<file path="src/rtl/ws2812_frame_driver.sv">
// ws2812_frame_driver
//   Serialises a frame of NUM_PIXELS pixel words, MSB first, onto one WS2812-style
//   data line and then holds the line low for RESET_CYCLES latch cycles.
//   Pixels arrive on a valid/ready stream. A one-entry holding register lets the
//   next pixel start on the cycle right after the current one ends.
//
//   Optional feature macro: LED_DRV_UNDERRUN_EN
//     defined   : on underrun a black pixel is inserted and underrun_err (sticky) is set
//     undefined : on underrun the line stalls low until a pixel arrives
//
// Ports
//   clk          system clock, rising edge
//   rst          asynchronous active-high reset
//   start        begin a frame (sampled only in idle)
//   pix_data     pixel word, MSB sent first
//   pix_valid    pix_data valid
//   pix_ready    driver accepts pix_data this cycle
//   dout         serial LED data line (registered)
//   bit_strobe   high in the first cycle of every bit period
//   busy         high in every state except idle
//   frame_done   one-cycle pulse when the latch interval completes
//   underrun_err sticky underrun flag (LED_DRV_UNDERRUN_EN only)
module ws2812_frame_driver #(
    parameter int unsigned NUM_PIXELS     = 64,
    parameter int unsigned BITS_PER_PIXEL = 24,
    parameter int unsigned T0H            = 20,
    parameter int unsigned T1H            = 41,
    parameter int unsigned BIT_CYCLES     = 63,
    parameter int unsigned RESET_CYCLES   = 3600
) (
    input  logic                      clk,
    input  logic                      rst,
    input  logic                      start,
    input  logic [BITS_PER_PIXEL-1:0] pix_data,
    input  logic                      pix_valid,
    output logic                      pix_ready,
    output logic                      dout,
    output logic                      bit_strobe,
    output logic                      busy,
    output logic                      frame_done
`ifdef LED_DRV_UNDERRUN_EN
    ,
    output logic                      underrun_err
`endif
);

    localparam int unsigned CW = (BIT_CYCLES > 1) ? $clog2(BIT_CYCLES) : 1;
    localparam int unsigned BW = (BITS_PER_PIXEL > 1) ? $clog2(BITS_PER_PIXEL) : 1;
    localparam int unsigned PW = $clog2(NUM_PIXELS + 1);
    localparam int unsigned LW = (RESET_CYCLES > 1) ? $clog2(RESET_CYCLES) : 1;

    localparam logic [CW-1:0] CYC_LAST  = CW'(BIT_CYCLES - 1);
    localparam logic [CW-1:0] HI_ZERO   = CW'(T0H);
    localparam logic [CW-1:0] HI_ONE    = CW'(T1H);
    localparam logic [BW-1:0] BIT_LAST  = BW'(BITS_PER_PIXEL - 1);
    localparam logic [PW-1:0] PIX_TOTAL = PW'(NUM_PIXELS);
    localparam logic [LW-1:0] LAT_LAST  = LW'(RESET_CYCLES - 1);

`ifdef LED_DRV_UNDERRUN_EN
    typedef enum logic [2:0] {StIdle, StFirst, StSend, StLatch} state_t;
`else
    typedef enum logic [2:0] {StIdle, StFirst, StSend, StStall, StLatch} state_t;
`endif

    state_t                    state;
    logic [CW-1:0]             cyc;
    logic [BW-1:0]             bit_cnt;
    logic [PW-1:0]             acc_cnt;    // pixels accepted from the stream
    logic [PW-1:0]             sent_cnt;   // pixels started on the line (incl. inserted black)
    logic [LW-1:0]             lat_cnt;
    logic [BITS_PER_PIXEL-1:0] shreg;
    logic [BITS_PER_PIXEL-1:0] hold;
    logic                      hold_valid;

    logic          xfer, bit_end, pix_end, frame_end, load_hold, direct;
    logic          hold_valid_n, ready_n;
    logic [PW-1:0] acc_n;
    logic [CW-1:0] cyc_inc, hi_len;

    always_comb begin
        xfer      = pix_valid && pix_ready;
        hi_len    = shreg[BITS_PER_PIXEL-1] ? HI_ONE : HI_ZERO;
        cyc_inc   = cyc + CW'(1);
        bit_end   = (state == StSend) && (cyc == CYC_LAST);
        pix_end   = bit_end && (bit_cnt == BIT_LAST);
        frame_end = pix_end && (sent_cnt == PIX_TOTAL);
        load_hold = pix_end && !frame_end && hold_valid;
        // A word arriving exactly at the end of a pixel with hold empty goes straight
        // into the shift register, so it is neither an underrun nor a hold write.
        direct    = pix_end && !frame_end && !hold_valid && xfer;
        acc_n     = acc_cnt + PW'(xfer);
        hold_valid_n = (xfer && !direct) || (hold_valid && !load_hold);
        ready_n   = !hold_valid_n && (acc_n < PIX_TOTAL);
    end

    // dout/bit_strobe are computed from the next-cycle counter values so the
    // registered line lines up exactly with the counters.
    always_ff @(posedge clk or posedge rst) begin
        if (rst) begin
            state      <= StIdle;
            dout       <= 1'b0;
            pix_ready  <= 1'b0;
            bit_strobe <= 1'b0;
            busy       <= 1'b0;
            frame_done <= 1'b0;
            cyc        <= '0;
            bit_cnt    <= '0;
            acc_cnt    <= '0;
            sent_cnt   <= '0;
            lat_cnt    <= '0;
            shreg      <= '0;
            hold       <= '0;
            hold_valid <= 1'b0;
`ifdef LED_DRV_UNDERRUN_EN
            underrun_err <= 1'b0;
`endif
        end else begin
            bit_strobe <= 1'b0;
            frame_done <= 1'b0;
            acc_cnt    <= acc_n;
            unique case (state)
                StIdle: begin
                    dout      <= 1'b0;
                    pix_ready <= 1'b0;
                    busy      <= 1'b0;
                    if (start) begin
                        state      <= StFirst;
                        busy       <= 1'b1;
                        pix_ready  <= 1'b1;
                        acc_cnt    <= '0;
                        sent_cnt   <= '0;
                        hold_valid <= 1'b0;
`ifdef LED_DRV_UNDERRUN_EN
                        underrun_err <= 1'b0;
`endif
                    end
                end
                StFirst: begin
                    dout <= 1'b0;
                    if (xfer) begin
                        state      <= StSend;
                        shreg      <= pix_data;
                        cyc        <= '0;
                        bit_cnt    <= '0;
                        sent_cnt   <= PW'(1);
                        dout       <= 1'b1;
                        bit_strobe <= 1'b1;
                        pix_ready  <= (acc_n < PIX_TOTAL);
                    end
                end
                StSend: begin
                    if (xfer && !direct) begin
                        hold       <= pix_data;
                        hold_valid <= 1'b1;
                    end else if (load_hold) begin
                        hold_valid <= 1'b0;
                    end
                    pix_ready <= ready_n;
                    if (!bit_end) begin
                        cyc  <= cyc_inc;
                        dout <= (cyc_inc < hi_len);
                    end else begin
                        cyc <= '0;
                        if (!pix_end) begin
                            shreg      <= shreg << 1;
                            bit_cnt    <= bit_cnt + BW'(1);
                            dout       <= 1'b1;
                            bit_strobe <= 1'b1;
                        end else if (frame_end) begin
                            state     <= StLatch;
                            lat_cnt   <= '0;
                            dout      <= 1'b0;
                            pix_ready <= 1'b0;
                        end else if (load_hold || direct) begin
                            shreg      <= load_hold ? hold : pix_data;
                            bit_cnt    <= '0;
                            sent_cnt   <= sent_cnt + PW'(1);
                            dout       <= 1'b1;
                            bit_strobe <= 1'b1;
                        end else begin
`ifdef LED_DRV_UNDERRUN_EN
                            // Underrun: send black so the frame keeps its length.
                            shreg        <= '0;
                            bit_cnt      <= '0;
                            sent_cnt     <= sent_cnt + PW'(1);
                            dout         <= 1'b1;
                            bit_strobe   <= 1'b1;
                            underrun_err <= 1'b1;
`else
                            state     <= StStall;
                            dout      <= 1'b0;
                            pix_ready <= 1'b1;
`endif
                        end
                    end
                end
`ifndef LED_DRV_UNDERRUN_EN
                StStall: begin
                    dout <= 1'b0;
                    if (xfer) begin
                        state      <= StSend;
                        shreg      <= pix_data;
                        cyc        <= '0;
                        bit_cnt    <= '0;
                        sent_cnt   <= sent_cnt + PW'(1);
                        dout       <= 1'b1;
                        bit_strobe <= 1'b1;
                        pix_ready  <= (acc_n < PIX_TOTAL);
                    end
                end
`endif
                StLatch: begin
                    dout      <= 1'b0;
                    pix_ready <= 1'b0;
                    if (lat_cnt == LAT_LAST) begin
                        state      <= StIdle;
                        frame_done <= 1'b1;
                        busy       <= 1'b0;
                    end else begin
                        lat_cnt <= lat_cnt + LW'(1);
                    end
                end
                default: state <= StIdle;
            endcase
        end
    end

endmodule

</file>
<file path="config.mk">
export PLATFORM = sky130hd
export DESIGN_NAME = ws2812_frame_driver
export DESIGN_NICKNAME = d
export VERILOG_FILES = /design/src/rtl/ws2812_frame_driver.sv
export SDC_FILE = /design/constraint.sdc
export NUM_CORES = 1
export LEC_CHECK = 0
export BUFFER_PORTS_ARGS = -buffer_cell sky130_fd_sc_hd__buf_2
export CORE_ASPECT_RATIO = 0.5
export CORE_UTILIZATION = 53
export DETAILED_ROUTE_END_ITERATION = 8
export PLACE_DENSITY = 0.74
export SLEW_MARGIN = 20
export SYNTH_ARGS = -nofsm -noshare
export SYNTH_HDL_FRONTEND = slang
export SYNTH_SLANG_ARGS = --single-unit
</file>
<file path="constraint.sdc">
create_clock -name clk -period 2.7 [get_ports clk]
set_clock_uncertainty 0.1 [all_clocks]
set_input_delay 0.135 -clock clk [delete_from_list [all_inputs] [get_ports clk]]
set_output_delay 0.135 -clock clk [all_outputs]
set_load 0.03 [all_outputs]
</file>
==> reports/results.ini <==
[routing]
wl_per_cell_um = 15.21
postRouteAntennaNets = 0
drt-total-wl_um = 9960
drcViolationCount = 0
via_per_inst = 5.618
dr.pass1.iters = 4
num_vias = 3680
drt-initial-drc-count = 236

[min_path]
worstHoldPathType = input port to flop

[timing]
max_freq_mhz = 407.9
rsz0062_at_grt = no
worst_slew_pin_slew_ps = 595.1
period_share_pct = 90.81
drv_slew = 0
hold_viol = 0
hold-worst-slack_ps = 78.30
fin_crit_ps = 2452
setup_violations = 0
finalSetupTns_ps = 0
slew_headroom_pct = 60.28

[finish]
drive_above_1_share_pct = 20.63
area_growth_syn_to_layout_pct = 18.97
layout_commonest_cell = dfrtp_1
fillers = 672
layout_common_cells = dfrtp_1 (94), nor2_1 (52), nand2_1 (45), buf_2 (32), o21ai_0 (30)
diodes = 0
final_nets = 573

[synthesis]
synth_top_family_by_area = simple AND/OR/NAND/NOR gates
synthXorXnorAreaFrac_pct = 3.609
ys_seq_elements = 94
synth_ff_type = dfrtp_1
seq_area_frac_synth_pct = 48.47
syn_area_per_cell_um2 = 10.28
ys_types = 53
yosysWarnings = 0
synth_cells = 472
synth_fp_nets = 512
synthAdderAreaFrac_pct = 3.300
muxShareOfSynthArea_pct = 7.244
synthesis.area_um2 = 4853
synth_simple_gate_area_share_pct = 18.59
async_flop_share_pct = 100.0
synth_compound_area_share_pct = 14.44
synth_enable_flop_cells = 0

[worst_setup_path]
critPathArrivalTime_ps = 2570
cp-startpoint = sent_cnt[2]$_DFFE_PP0P_
r2r_cells = 7
crit_required_ps = 2820
reg2reg_to = lat_cnt[9]$_DFFE_PP0P_
cp-endpoint = lat_cnt[9]$_DFFE_PP0P_
path_common_cell = nor4_2
critical_path.cell_chain = nor4_2 > nand3_1 > o41a_1 > buf_4 > nor4_2 > xnor2_1 > nor2_1
r2r_slack_ps = 250
slowest_stage = dfrtp_1
timing.critical_path.fanout_max = 11
endpoint_kind = flop
r2r-start = sent_cnt[2]$_DFFE_PP0P_
cp-start-kind = flop
critPathKind = flop to flop
slowest_delay_ps = 450

[placement]
gp_congestion = 0.8558
detailed_place_hpwl_um = 6399
port_buffers = 32

[clocking]
cts.path.max_buffers = 2
htreeDepth = 3
cts_root_buffer = clkbuf_16
numCtsBuffers = 9
cts_tree = yes
cts.clk_slew.worst_paths_ps = 70
clk_latency_ps = 350
cts.sinks = 94

[pwr]
p_total_w = 0.003340
ir_drop_uv = 486.4
seqPwrFrac_pct = 50.9
switching_share_pct = 24.96
clkPwrFrac_pct = 37.4
combPwrFrac_pct = 11.7
power-per-cell-area_nw_per_um2 = 578.4
p_int_w = 0.002506
leakage_nw = 2.680
switchingPower_w = 0.0008337

[grt]
grt_pass1_wl_um = 17130
grtUsageTotal_pct = 22.83
antenna_found_initial = 0
grt_max_degree = 60
grt_overflow = 0
grt_pass1_vias = 3602

[floorplan]
ios = 33
core.rowCount = 24
core_area_um2 = 8798
die_area_um2 = 9567
fp.dieW_um = 137.3
die_y_um = 69.67
start_util_pct = 55.16

[status]
status = finished clean

[job]
cap_violations = 0

-- flip-flops by register name, summed over array words and instances (netlist names) --
signal	count
shreg	24
dout	1
hold	24
pix_ready	1
frame_done	1
hold_valid	1
bit_cnt	5
busy	1
acc_cnt	7
sent_cnt	7
state	3
lat_cnt	12
bit_strobe	1
cyc	6
-- worst min-delay path by stage --
| stage | slack (ps) | from | cells after the start | endpoint |
|---|---|---|---|---|
| 6_report | 80 | start | 3 | state[0]$_DFFE_PP0P_ |
| 5_1_grt | 100 | start | 3 | state[0]$_DFFE_PP0P_ |
| 4_1_cts | 70 | start | 3 | state[0]$_DFFE_PP0P_ |
| 3_5_place_dp | 130 | rst | 2 | hold_valid$_DFFE_PP0P_ |
| 3_3_place_gp | 120 | rst | 2 | hold_valid$_DFFE_PP0P_ |
| 2_1_floorplan | 180 | pix_data[10] | 1 | hold[10]$_DFFE_PP0P_ |
-- worst max-delay path, delay by kind of cell, from the launching register on --
| family | cells | cell delay (ps) |
|---|---|---|
| AND/OR/NAND/NOR | 4 | 1000 |
| flip-flops | 1 | 450 |
| AO/OA/AOI/OAI | 1 | 430 |
| buffers and inverters | 1 | 210 |
| XOR/XNOR | 1 | 150 |
-- metrics by stage --
step	util (%)	cell area, um^2	setup slack, ps	std cells
final	65.63	5774	248.2	655
after global routing	65.63	5774	27.92	655
after CTS	65.36	5751	158.5	655
after detailed placement	59.16	5205	177.5	614
after global placement	59.16	5205	169.8	614
after floorplan	-	4853	16.33	472
-- repair_timing --
item	4_1_cts	5_1_grt
endpoints found under the setup margin	0	9
endpoints found under the hold margin	73	0
gates resized for setup	0	5
buffers inserted	0	0
hold buffers	25	0
-- final cells by class --
type                            instances  area [um^2]  share of cell area [%]
Multi-Input combinational cell        342         2313                   40.07
Tap cell                              117        146.4                   2.535
Clock inverter                          7        70.07                   1.213
Inverter                               10        38.79                  0.6717
Timing Repair Buffer                   76        628.1                   10.88
Sequential cell                        94         2352                   40.74
Clock buffer                            9        225.2                   3.900
-- cell usage after synthesis, types with 9 or more instances --
master	instances	share of area, %
clkbuf_1	12	0.93
nand3_1	21	2.2
o31ai_1	28	4.3
and3_1	9	1.2
nor2_1	52	4.0
nand2_1	46	3.6
inv_1	10	0.77
xnor2_1	13	2.3
ha_1	12	3.1
o21ai_0	30	3.1
o22ai_1	24	3.1
a21oi_1	9	0.93
mux2_4	19	5.9
dfrtp_1	94	48
-- logic make-up after synthesis --
kind of cell / after synthesis
XOR/XNOR: 20
flip-flops: 94
buffers and inverters: 36
adder cells (fa/ha/maj): 13
AO/OA/AOI/OAI: 107
AND/OR/NAND/NOR: 177
multiplexers: 25
-- per-layer routing --
layer | track usage (%) | vias to the layer above | part of all wire (%)
li1 | - | 1821 | -
met1 | 30.89 | 1760 | 49
met4 | 7.204 | 0 | 1.2
met2 | 36.14 | 87 | 46
met3 | 5.556 | 12 | 4.1
met5 | 0 | - | 0
-- power groups by stage --
stage                     Combinational [W]  Clock, W  Sequential (W)
final                              0.000392   0.00125         0.00170
after global routing               0.000435   0.00133         0.00172
after CTS                          0.000397   0.00127         0.00170
after detailed placement           0.000367         0         0.00172
after global placement             0.000357         0         0.00172
after floorplan                    0.000298         0         0.00170
Power figures use the tool's default switching activity.
